File: src/rtl/keypad_pkg.sv
// Shared types and elaboration-time helpers for the keypad scanner.
// Latency: n/a (types, constants and constant functions only).
// Backpressure: n/a.
//
// Contents:
//   state_t      - scanner FSM states
//   MAX_COLS     - widest column bus lowest_zero() can search
//   ctr_w()      - bit width needed to count 0..limit-1
//   kw()         - key code width for a rows x cols matrix
//   lowest_zero()- index of the lowest active-low column
package keypad_pkg;

    typedef enum logic [1:0] {
        SCAN     = 2'd0,
        DB_PRESS = 2'd1,
        HELD     = 2'd2,
        DB_REL   = 2'd3
    } state_t;

    localparam int MAX_COLS = 32;

    // Width of a counter that must hold 0..limit-1.
    function automatic int ctr_w(input int limit);
        return (limit > 2) ? $clog2(limit) : 1;
    endfunction

    // Key code width: codes run 0..rows*cols-1.
    function automatic int kw(input int rows, input int cols);
        return ctr_w(rows * cols);
    endfunction

    // Lowest-index column reading 0 among the first ncols bits. Scanning
    // downwards lets the last hit (the lowest index) win. Returns 0 when no
    // column is low; callers only use it once a low column is known.
    function automatic int lowest_zero(input logic [MAX_COLS-1:0] cols_n,
                                       input int ncols);
        int idx;
        idx = 0;
        for (int i = MAX_COLS - 1; i >= 0; i--) begin
            if (i < ncols && !cols_n[i]) begin
                idx = i;
            end
        end
        return idx;
    endfunction

endpackage

File: src/rtl/keypad_stable_ctr.sv
// Up-counter with clear/enable and a terminal flag at LIMIT-1.
// Latency: tc is combinational from the count register.
// Backpressure: none; the caller stops enabling at terminal count.
//
// Ports:
//   core_clk - clock
//   reset    - synchronous, active-high
//   clr      - synchronous clear, wins over en
//   en       - count one step
//   tc       - count equals LIMIT-1
module keypad_stable_ctr
#(
    parameter int LIMIT = 4
) (
    input  logic core_clk,
    input  logic reset,
    input  logic clr,
    input  logic en,
    output logic tc
);
    import keypad_pkg::*;

    localparam int W = ctr_w(LIMIT);
    localparam logic [W-1:0] LAST = W'(LIMIT - 1);

    logic [W-1:0] cnt;

    always_ff @(posedge core_clk) begin
        if (reset || clr) begin
            cnt <= '0;
        end else if (en) begin
            cnt <= cnt + W'(1);
        end
    end

    assign tc = (cnt == LAST);

endmodule

File: src/rtl/keypad_scan_db.sv
// Row-scanning keypad reader with press/release debounce and a code history.
// Latency: key_valid rises SCAN_DIV-1-k+DEBOUNCE_CNT cycles after the column falls.
// Backpressure: none; key_valid is a one-cycle strobe, consumers must sample it.
//
// Ports:
//   int_osc   - clock
//   reset     - synchronous, active-high
//   col_sync  - synchronised columns, active-low (0 = key closed on driven row)
//   r_sel     - active-low one-cold row drive
//   key_code  - last accepted code, row*COLS + col
//   key_valid - one-cycle strobe per accepted key (and per repeat if enabled)
//   key_held  - high from acceptance until the release is debounced
//   hist      - HIST_DEPTH codes, slot 0 in [KW-1:0] is the newest
//
// Build option: define KEYPAD_AUTO_REPEAT_EN to emit repeat strobes while a
// key stays held (first after REPEAT_DLY cycles, then every REPEAT_PER).
module keypad_scan_db
    import keypad_pkg::*;
#(
    parameter  int ROWS         = 4,
    parameter  int COLS         = 4,
    parameter  int SCAN_DIV     = 1000,
    parameter  int DEBOUNCE_CNT = 20000,
    parameter  int HIST_DEPTH   = 2,
    parameter  int REPEAT_DLY   = 500000,
    parameter  int REPEAT_PER   = 100000,
    localparam int KW           = kw(ROWS, COLS)
) (
    input  logic                     int_osc,
    input  logic                     reset,
    input  logic [COLS-1:0]          col_sync,
    output logic [ROWS-1:0]          r_sel,
    output logic [KW-1:0]            key_code,
    output logic                     key_valid,
    output logic                     key_held,
    output logic [HIST_DEPTH*KW-1:0] hist
);

    localparam int RW = ctr_w(ROWS);
    localparam int CW = ctr_w(COLS);
    localparam int HW = HIST_DEPTH * KW;
    localparam logic [RW-1:0] LAST_ROW = RW'(ROWS - 1);

    // Elaboration-time parameter sanity.
    if (ROWS < 2 || COLS < 2 || COLS > MAX_COLS) begin : g_bad_geom
        $error("keypad_scan_db: ROWS/COLS out of range");
    end
    if (SCAN_DIV < 2 || DEBOUNCE_CNT < 2 || HIST_DEPTH < 1) begin : g_bad_timing
        $error("keypad_scan_db: SCAN_DIV/DEBOUNCE_CNT/HIST_DEPTH out of range");
    end
    if (REPEAT_DLY < 1 || REPEAT_PER < 1) begin : g_bad_repeat
        $error("keypad_scan_db: REPEAT_DLY/REPEAT_PER out of range");
    end

    state_t         state, state_nxt;
    logic [RW-1:0]  row_q, row_nxt, row_inc;
    logic [CW-1:0]  lcol_q, lcol_nxt;
    logic           dwell_clr, dwell_en, dwell_tc;
    logic           db_clr, db_en, db_tc;
    logic           accept, release_done, rpt_fire, emit;
    logic           col_lat, any_low;
    logic [KW-1:0]  code_nxt;

    // Row dwell timer and press/release stability timer.
    keypad_stable_ctr #(.LIMIT(SCAN_DIV)) u_dwell_ctr (
        .core_clk (int_osc),
        .reset    (reset),
        .clr      (dwell_clr),
        .en       (dwell_en),
        .tc       (dwell_tc)
    );

    keypad_stable_ctr #(.LIMIT(DEBOUNCE_CNT)) u_db_ctr (
        .core_clk (int_osc),
        .reset    (reset),
        .clr      (db_clr),
        .en       (db_en),
        .tc       (db_tc)
    );

    // Level of the column captured at detection; the only input the
    // debouncers look at, so other keys are ignored until the scan resumes.
    assign col_lat = col_sync[lcol_q];
    assign any_low = ~&col_sync;
    assign row_inc = (row_q == LAST_ROW) ? '0 : row_q + RW'(1);

    always_comb begin
        state_nxt    = state;
        row_nxt      = row_q;
        lcol_nxt     = lcol_q;
        dwell_clr    = 1'b0;
        dwell_en     = 1'b0;
        db_clr       = 1'b0;
        db_en        = 1'b0;
        accept       = 1'b0;
        release_done = 1'b0;
        case (state)
            SCAN: begin
                dwell_en = 1'b1;
                if (dwell_tc) begin
                    // Both timers start fresh for whatever comes next.
                    dwell_clr = 1'b1;
                    db_clr    = 1'b1;
                    if (any_low) begin
                        state_nxt = DB_PRESS;
                        lcol_nxt  = CW'(lowest_zero(MAX_COLS'(col_sync), COLS));
                    end else begin
                        row_nxt = row_inc;
                    end
                end
            end
            DB_PRESS: begin
                if (col_lat) begin
                    // Too short: rescan the same row from a fresh dwell.
                    state_nxt = SCAN;
                    dwell_clr = 1'b1;
                end else if (db_tc) begin
                    state_nxt = HELD;
                    accept    = 1'b1;
                end else begin
                    db_en = 1'b1;
                end
            end
            HELD: begin
                if (col_lat) begin
                    state_nxt = DB_REL;
                    db_clr    = 1'b1;
                end
            end
            DB_REL: begin
                if (!col_lat) begin
                    // Release bounce: back to HELD without a new strobe.
                    state_nxt = HELD;
                end else if (db_tc) begin
                    state_nxt    = SCAN;
                    release_done = 1'b1;
                    dwell_clr    = 1'b1;
                    row_nxt      = row_inc;
                end else begin
                    db_en = 1'b1;
                end
            end
            default: begin
                state_nxt = SCAN;
            end
        endcase
    end

`ifdef KEYPAD_AUTO_REPEAT_EN
    localparam int RPT_MAX = (REPEAT_DLY > REPEAT_PER) ? REPEAT_DLY : REPEAT_PER;
    localparam int RPW     = ctr_w(RPT_MAX);

    logic [RPW-1:0] rpt_cnt;
    logic           rpt_again;
    logic           rpt_run;
    logic           rpt_hit;

    // Counts only cycles spent in HELD with the key still down, so the
    // count naturally pauses across a release bounce through DB_REL.
    assign rpt_run  = (state == HELD) && !col_lat;
    assign rpt_hit  = rpt_again ? (rpt_cnt == RPW'(REPEAT_PER - 1))
                                : (rpt_cnt == RPW'(REPEAT_DLY - 1));
    assign rpt_fire = rpt_run && rpt_hit;

    always_ff @(posedge int_osc) begin
        if (reset || release_done || accept) begin
            rpt_cnt   <= '0;
            rpt_again <= 1'b0;
        end else if (rpt_run) begin
            if (rpt_hit) begin
                rpt_cnt   <= '0;
                rpt_again <= 1'b1;
            end else begin
                rpt_cnt <= rpt_cnt + RPW'(1);
            end
        end
    end
`else
    assign rpt_fire = 1'b0;
`endif

    assign emit     = accept | rpt_fire;
    // A repeat re-sends the held code; accept builds the new one.
    assign code_nxt = accept ? (KW'(row_q) * KW'(COLS) + KW'(lcol_q)) : key_code;

    always_ff @(posedge int_osc) begin
        if (reset) begin
            state     <= SCAN;
            row_q     <= '0;
            lcol_q    <= '0;
            key_code  <= '0;
            key_valid <= 1'b0;
            key_held  <= 1'b0;
            hist      <= '0;
        end else begin
            state     <= state_nxt;
            row_q     <= row_nxt;
            lcol_q    <= lcol_nxt;
            key_valid <= emit;
            if (emit) begin
                key_code <= code_nxt;
                hist     <= (hist << KW) | HW'(code_nxt);
            end
            if (accept) begin
                key_held <= 1'b1;
            end else if (release_done) begin
                key_held <= 1'b0;
            end
        end
    end

    assign r_sel = ~(ROWS'(1) << row_q);

endmodule
File: config.mk
export PLATFORM = sky130hd
export DESIGN_NAME = keypad_scan_db
export DESIGN_NICKNAME = d
export VERILOG_FILES = /design/src/rtl/keypad_pkg.sv /design/src/rtl/keypad_stable_ctr.sv /design/src/rtl/keypad_scan_db.sv
export SDC_FILE = /design/constraint.sdc
export NUM_CORES = 1
export LEC_CHECK = 0
export BUFFER_PORTS_ARGS = -buffer_cell sky130_fd_sc_hd__buf_2
export CAP_MARGIN = 20
export CORE_ASPECT_RATIO = 0.6
export CORE_MARGIN = 2
export CORE_UTILIZATION = 40
export DETAILED_ROUTE_END_ITERATION = 7
export PLACE_DENSITY = 0.69
export SLEW_MARGIN = 20
export SYNTH_ARGS = -nofsm -noshare
export SYNTH_HDL_FRONTEND = slang
export SYNTH_SLANG_ARGS = --single-unit
File: constraint.sdc
create_clock -name int_osc -period 5 [get_ports int_osc]
set_input_delay 1 -clock int_osc [delete_from_list [all_inputs] [get_ports int_osc]]
set_output_delay 1 -clock int_osc [all_outputs]
set_load 0.1 [all_outputs]
==> results of run 1 <==
-- sequential cells by signal (all words and copies together) (netlist names), named ones only --
name / count
u_db_ctr.cnt: 15
u_dwell_ctr.cnt: 10
hist: 5
key_code: 3
lcol_q: 2
row_q: 2
key_held: 1
key_valid: 1
state: 1
-- area by class of cell --
cell class              instances  share of cell area, %
repair buffers                 25                  5.239
flip-flops and latches         41                  33.05
well taps                      80                  4.030
inverters                      11                  1.662
multi-input cells             174                  51.33
clock inverters                 1                  1.209
clock buffers                   7                  3.476
-- kinds of logic (layout without fill, tap and decap cells) --
| kind of cell | after synthesis | after routing | synth area share [%] |
|---|---|---|---|
| adders and majority gates | 6 | 6 | 3.282 |
| and+or+nand+nor | 102 | 102 | 28.67 |
| buffers and inverters | 31 | 44 | 8.698 |
| DFF | 41 | 41 | 35.89 |
| xor gates and xnor gates | 10 | 10 | 3.830 |
| muxes | 13 | 13 | 6.236 |
| AOI/OAI and AO/OA | 43 | 43 | 13.40 |
-- per-stage QoR --
step / hold WS (ns) / worst slack [ns]
detailed placement: 0.4577 / 2.171
floorplan: 0.4692 / 2.480
CTS: 0.4751 / 2.476
global route: 0.4924 / 2.395
global placement: 0.4569 / 2.214
finish: 0.4700 / 2.477
-- cells in the final DEF (no fill, tap or decap), drive strengths merged, types with 2 or more instances in the layout --
cell type / count
a211oi: 2
xor2: 8
or4b: 2
or3: 7
o31ai: 8
nand2: 10
nor3: 12
nand3: 8
and4: 6
clkbuf: 7
xnor2: 2
inv: 11
nand2b: 13
dfxtp: 41
buf: 25
a21oi: 17
a31oi: 2
o21ai: 6
mux2i: 12
or4: 8
and2: 3
nor2: 3
ha: 6
nand4: 14
and3: 5
nor4: 4
-- critical path, cell delays in order --
cell and delay, ns:
buf_2 0.12, mux4_2 0.57, xnor2_2 0.16, buf_4 0.22
or4_1 0.52, a21oi_1 0.14
-- power breakdown --
| group | total, uW | leakage [uW] | internal (uW) | switching, uW |
|---|---|---|---|---|
| logic | 24.8 | 0.000484 | 9.33 | 15.4 |
| clock network | 276 | 0.0000585 | 163 | 113 |
| registers | 331 | 0.000331 | 328 | 2.57 |
-- worst min-delay path by stage --
stage                          start               end  slack, ns  depth (start not counted)
floorplan           u_db_ctr.cnt[11]  u_db_ctr.cnt[11]       0.47                          2
CTS                          hist[7]           hist[7]       0.48                          2
detailed placement           hist[7]           hist[7]       0.46                          2
global placement             hist[7]           hist[7]       0.46                          2
finish                       hist[7]           hist[7]       0.47                          2
global route                 hist[7]           hist[7]       0.49                          2
-- routing by layer --
layer | vias to the layer above | global-route usage, % | part of all wire, %
met5 | - | 0 | 0
met4 | 0 | 6.250 | 1.1
met3 | 4 | 4.362 | 5.5
met2 | 41 | 19.74 | 40
met1 | 844 | 24.15 | 54
li1 | 934 | - | -
==> impl_metrics.csv, run 1 <==
group,metric,value,unit
power_and_ir_drop,p_total,631.9,uW
power_and_ir_drop,p_per_area,254.4,nW/um2
job,drv_cap,0,
synth,ys_ff_latch,41,
worst_setup_path,rr_endpoint,"hist[5]",
clocking,ctsResizeCount,0,
floorplan,num_rows,21,
sta,hold_violations,0,
place,dpl_cell_area,2367,um2
floorplan,core_area,5544,um2
clocking,post-cts-setup-buffers,0,
place,portBuffers,23,
floorplan,die_w,101.6,um
grt,grt_usage,15.60,%
route,drt-wirelength-per-cell,13.90,um
worst_setup_path,rr_startpoint,"u_db_ctr.cnt[8]",
synth,synth_area,2287,um2
final_layout,final_cells,339,
synth,seq_area_frac_synth,35.89,%
clocking,cts_tree,"built",
sta,tightest_slew,0.7290,ns
final_layout,fillers,540,
floorplan,ios,24,
floorplan,floorplan.initialDensity,41.25,%
sta,finalCriticalPeriod,2.523,ns
route,drt_wl_total,4713,um
grt,grt-ovfl-total,0,
final_layout,fin_util,44.80,%
worst_setup_path,required,5.22,ns
final_layout,diodes,0,
synth,syn_inst,246,
sta,rsz0062_at_grt,"false",
synth,yosysUniqueCellTypes,54,
sta,timing.fmax,396.4,MHz
final_layout,seqCellArea,820.8,um2
floorplan,die_area,6359,um2
synth,synth_top_area_share,35.89,%
status,outcome,"finished, final reports clean",
final_layout,fin_area,2484,um2
worst_setup_path,startpoint,"col_sync[3]",
clocking,worstSkewPairLatency,0.29,ns
worst_setup_path,reg2reg_depth,5,
sta,skew,0.009468,ns
route,vias,1823,
final_layout,nets,270,
sta,maxSlewHeadroom,51.33,%
synth,ys.flop_type,"dfxtp_1",
min_path,hp-class,"flip-flop to flip-flop",
route,drtAntennaViolNets,0,
sta,drv_slew,0,
worst_setup_path,worstSetupStartpointType,"input pin",
power_and_ir_drop,p_leak,0.0008734,uW
clocking,cts_buffers,5,
grt,grt_pass1_wl,7845,um
grt,first_global_vias,1619,
worst_setup_path,crit_path_end_kind,"flip-flop",
power_and_ir_drop,irDropWorstVdd,0.1263,mV
place,dp_cells,331,
clocking,h-tree-depth,2,
sta,finalSetupTns,0,ns
synth,synth_edf_count,0,
clocking,cts.sinks,41,
clocking,cts-root-buf,"clkbuf_8",
sta,report.final.setup_viol,0,
final_layout,syn2layout_area_growth,8.589,%
synth,synth_common_cells,"dfxtp_1, a21oi_1, nand4_1, nand2b_1",
synth,yosysTopAreaCell,"dfxtp_1",
place,dp_hpwl,3265,um
floorplan,fp.dieH,62.58,um
route,first_pass_iters,4,
route,vias_per_cell,5.378,
synth,synth.most_common_cell,"dfxtp_1",
route,first_iter_violations,169,
sta,period_share,50.46,%
grt,grt_max_degree,32,
synth,syn_area_per_cell,9.298,um2
place,gp_congestion,0.9113,
synth,async_reset_ff_share,0,%
synth,ys_warn_count,0,
route,drc,0,
clocking,cts.clk_slew.worst_paths,0.08,ns
worst_setup_path,crit_type,"input pin to flip-flop",
final_layout,layout-drive-gt1-share,18.15,%
worst_setup_path,critical_path_arrival,2.74,ns
clocking,clockBufferDepth,2,
final_layout,multi_input_comb_area,1275,um2
clocking,hold_buffers,0,
worst_setup_path,endpoint,"u_db_ctr.cnt[12]",
worst_setup_path,crit_fanout,31,
grt,antenna_found_initial,0,
synth,synth.net_count,258,
worst_setup_path,r2r_setup_slack,2.74,ns
synth,synth_area_leaders,"dfxtp_1, mux2i_1, nand4_1, a21oi_1, nand2b_1",
Power figures use the tool's default switching activity.
==> inputs of run 2 (changes only) <==
--- a/config.mk
+++ b/config.mk
@@ -5,13 +5,14 @@
 export SDC_FILE = /design/constraint.sdc
 export NUM_CORES = 1
 export LEC_CHECK = 0
+export ABC_AREA = 1
 export BUFFER_PORTS_ARGS = -buffer_cell sky130_fd_sc_hd__buf_2
 export CAP_MARGIN = 20
 export CORE_ASPECT_RATIO = 0.6
 export CORE_MARGIN = 2
 export CORE_UTILIZATION = 40
 export DETAILED_ROUTE_END_ITERATION = 7
-export PLACE_DENSITY = 0.69
+export PLACE_DENSITY = 0.71
 export SLEW_MARGIN = 20
 export SYNTH_ARGS = -nofsm -noshare
 export SYNTH_HDL_FRONTEND = slang
==> constraint.sdc (replaced) <==
create_clock -name int_osc -period 2.09 [get_ports int_osc]
set_input_delay 0.418 -clock int_osc [delete_from_list [all_inputs] [get_ports int_osc]]
set_output_delay 0.418 -clock int_osc [all_outputs]
set_load 0.1 [all_outputs]
==> impl_metrics.csv, run 2 <==
group,metric,value,unit
worst_setup_path,critPathMaxStageDelay,0.41,ns
sta,rsz0062_at_grt,"false",
worst_setup_path,endpoint,"r_sel[0]",
floorplan,fp.dieH,63.81,um
power_and_ir_drop,power_frac_comb,4.6,%
route,drc,0,
power_and_ir_drop,power.net_switching,344.5,uW
sta,setup_ws,0.2086,ns
synth,yosysUniqueCellTypes,28,
status,outcome,"finished, final reports clean",
sta,maxSlewHeadroom,62.79,%
route,first_iter_violations,137,
synth,syn_inst,333,
synth,ys_ff_latch,41,
floorplan,num_rows,21,
floorplan,die_w,103.7,um
place,portBuffers,23,
power_and_ir_drop,pwr-share-seq,49.0,%
worst_setup_path,crit_top_cell,"inv_1",
sta,hold_violations,0,
route,drt_wl_total,5133,um
floorplan,die_area,6616,um2
sta,timing.fmax,531.5,MHz
clocking,clockBufferDepth,2,
place,gp_congestion,0.9200,
floorplan,core_area,5675,um2
final_layout,multi_input_comb_area,1346,um2
synth,seq_area_frac_synth,34.42,%
grt,grt-ovfl-total,0,
synth,synth_edf_count,0,
final_layout,nets,367,
floorplan,floorplan.initialDensity,42.02,%
worst_setup_path,crit_type,"flip-flop to output port",
final_layout,final_common_cell,"nand2_1",
worst_setup_path,cp_cell_sequence,"inv_1 > ha_1 > inv_1 > buf_2",
power_and_ir_drop,netSwitchingFraction,21.12,%
worst_setup_path,cp_slowest_cell,"buf_2",
final_layout,fillers,568,
synth,syn_area_per_cell,7.162,um2
worst_setup_path,crit_fanout,5,
clocking,cts_buffers,5,
grt,grt_usage,16.71,%
final_layout,layout_common_cells,"nand2_1, nor2_1, dfxtp_1",
sta,drv_slew,0,
power_and_ir_drop,p_per_area,612.0,nW/um2
grt,antenna_found_initial,0,
worst_setup_path,rr_endpoint,"u_db_ctr.cnt[14]",
place,dp_hpwl,3819,um
final_layout,layout-drive-gt1-share,20.79,%
synth,synth_area_leaders,"dfxtp_1, nand2_1, nor2_1, inv_1, xor2_1",
worst_setup_path,critical_path_arrival,1.46,ns
sta,report.final.setup_viol,0,
synth,ys_warn_count,0,
clocking,cts-root-buf,"clkbuf_8",
worst_setup_path,startpoint,"row_q[0]",
sta,tightest_slew,0.5539,ns
power_and_ir_drop,p_clk_share,46.4,%
worst_setup_path,crit_path_end_kind,"output port",
final_layout,fin_util,46.96,%
final_layout,reg_top3,"u_db_ctr.cnt (15), u_dwell_ctr.cnt (10), hist (5)",
clocking,cts.sinks,41,
synth,synth_top_area_share,34.42,%
synth,synth.net_count,345,
clocking,post-cts-setup-buffers,0,
power_and_ir_drop,irDropWorstVdd,0.2599,mV
synth,synth_common_cells,"nand2_1, nor2_1, dfxtp_1, inv_1, nand3_1",
route,drt-wirelength-per-cell,11.77,um
final_layout,largest_register_ffs,15,
clocking,ctsResizeCount,0,
clocking,cts.clk_slew.worst_paths,0.08,ns
route,vias,2089,
synth,yosysTopAreaCell,"dfxtp_1",
job,drv_cap,0,
min_path,hold-path-cell-count,2,
worst_setup_path,required,1.67,ns
clocking,cts_tree,"built",
route,first_pass_iters,4,
clocking,hold_buffers,0,
final_layout,syn2layout_area_growth,11.75,%
synth,ys.flop_type,"dfxtp_1",
grt,grt_max_degree,18,
final_layout,diodes,0,
grt,first_global_vias,1941,
place,place_ws,0.4064,ns
min_path,hp-class,"input pin to flip-flop",
power_and_ir_drop,p_leak,0.001008,uW
route,drtAntennaViolNets,0,
worst_setup_path,worstSetupStartpointType,"flip-flop",
floorplan,ios,24,
final_layout,top_register,"u_db_ctr.cnt",
worst_setup_path,rr_startpoint,"u_dwell_ctr.cnt[1]",
sta,finalCriticalPeriod,1.881,ns
clocking,worstSkewPairLatency,0.30,ns
synth,async_reset_ff_share,0,%
route,vias_per_cell,4.791,
sta,finalSetupTns,0,ns
synth,synth_area,2385,um2
sta,period_share,90.02,%
sta,skew,0.007413,ns
worst_setup_path,r2r_setup_slack,0.33,ns
final_layout,seqCellArea,820.8,um2
worst_setup_path,reg2reg_depth,6,
power_and_ir_drop,p_int,1286,uW
clocking,h-tree-depth,2,
synth,synth.most_common_cell,"nand2_1",
grt,grt_pass1_wl,8894,um
-- run 2: cell count changes after synthesis, sizes merged, moves of 12 or more --
cell / delta
nand2: +77
nor2: +57
inv: +26
nand3: +17
nand2b: -13
mux2i: -12
-- run 2: metal layers --
layer | GRT usage (%) | vias to the layer above | share of wire, %
li1 | - | 1093 | -
met1 | 23.64 | 925 | 52
met2 | 25.08 | 66 | 41
met3 | 3.980 | 5 | 5.9
met4 | 5.574 | 0 | 1.1
met5 | 0 | - | 0
-- run 2: layout make-up --
| type | count | share of cell area [%] |
|---|---|---|
| multi-input cells | 246 | 50.52 |
| flip-flops and latches | 41 | 30.80 |
| inverters | 37 | 5.305 |
| repair buffers | 24 | 4.601 |
| well taps | 80 | 3.756 |
| clock buffers | 5 | 2.582 |
| clock inverters | 3 | 2.441 |
-- run 2: how the worst min path moves through the flow --
| stage | start | end | slack, ns |
|---|---|---|---|
| after floorplan | u_db_ctr.cnt[1] | u_db_ctr.cnt[1] | 0.46 |
| after global placement | hist[4] | hist[4] | 0.46 |
| after detailed placement | hist[6] | hist[6] | 0.47 |
| after CTS | reset | lcol_q[1] | 0.35 |
| after global routing | reset | lcol_q[0] | 0.36 |
| final | reset | lcol_q[1] | 0.36 |
-- run 2: cell families (layout without fill, tap and decap cells) --
group / Yosys count / count (layout) / share of synthesized area [%]
buf+inv: 46 / 69 / 9.129
xor+xnor: 18 / 18 / 6.611
compound gates: 33 / 33 / 8.185
fa+ha+maj: 6 / 6 / 3.148
simple gates: 189 / 189 / 38.51
flops: 41 / 41 / 34.42
-- run 2: per-stage QoR --
stage / instances / power (uW) / hold WS [ns] / cell area (um2)
3_5_place_dp: 428 / 890.9 / 0.4725 / 2531
3_3_place_gp: 428 / 888.6 / 0.4581 / 2531
4_1_cts: 436 / 1640 / 0.3536 / 2665
5_1_grt: 436 / 1690 / 0.3628 / 2665
2_1_floorplan: 333 / 874.5 / 0.4624 / 2385
6_report: 436 / 1631 / 0.3636 / 2665
-- run 2: critical path, delay by kind of cell, from the launching register on --
| family | cells | cell delay [ns] |
|---|---|---|
| flip-flops | 1 | 0.40 |
| buffers and inverters | 3 | 0.56 |
| adder cells (fa/ha/maj) | 1 | 0.21 |
-- run 2: power groups by stage --
stage	logic [uW]	registers (uW)	clock network (uW)
3_3_place_gp	73.4	815	0
4_1_cts	75.3	798	767
2_1_floorplan	60.4	814	0
5_1_grt	85.4	800	804
6_report	75.8	798	757
3_5_place_dp	74.6	816	0
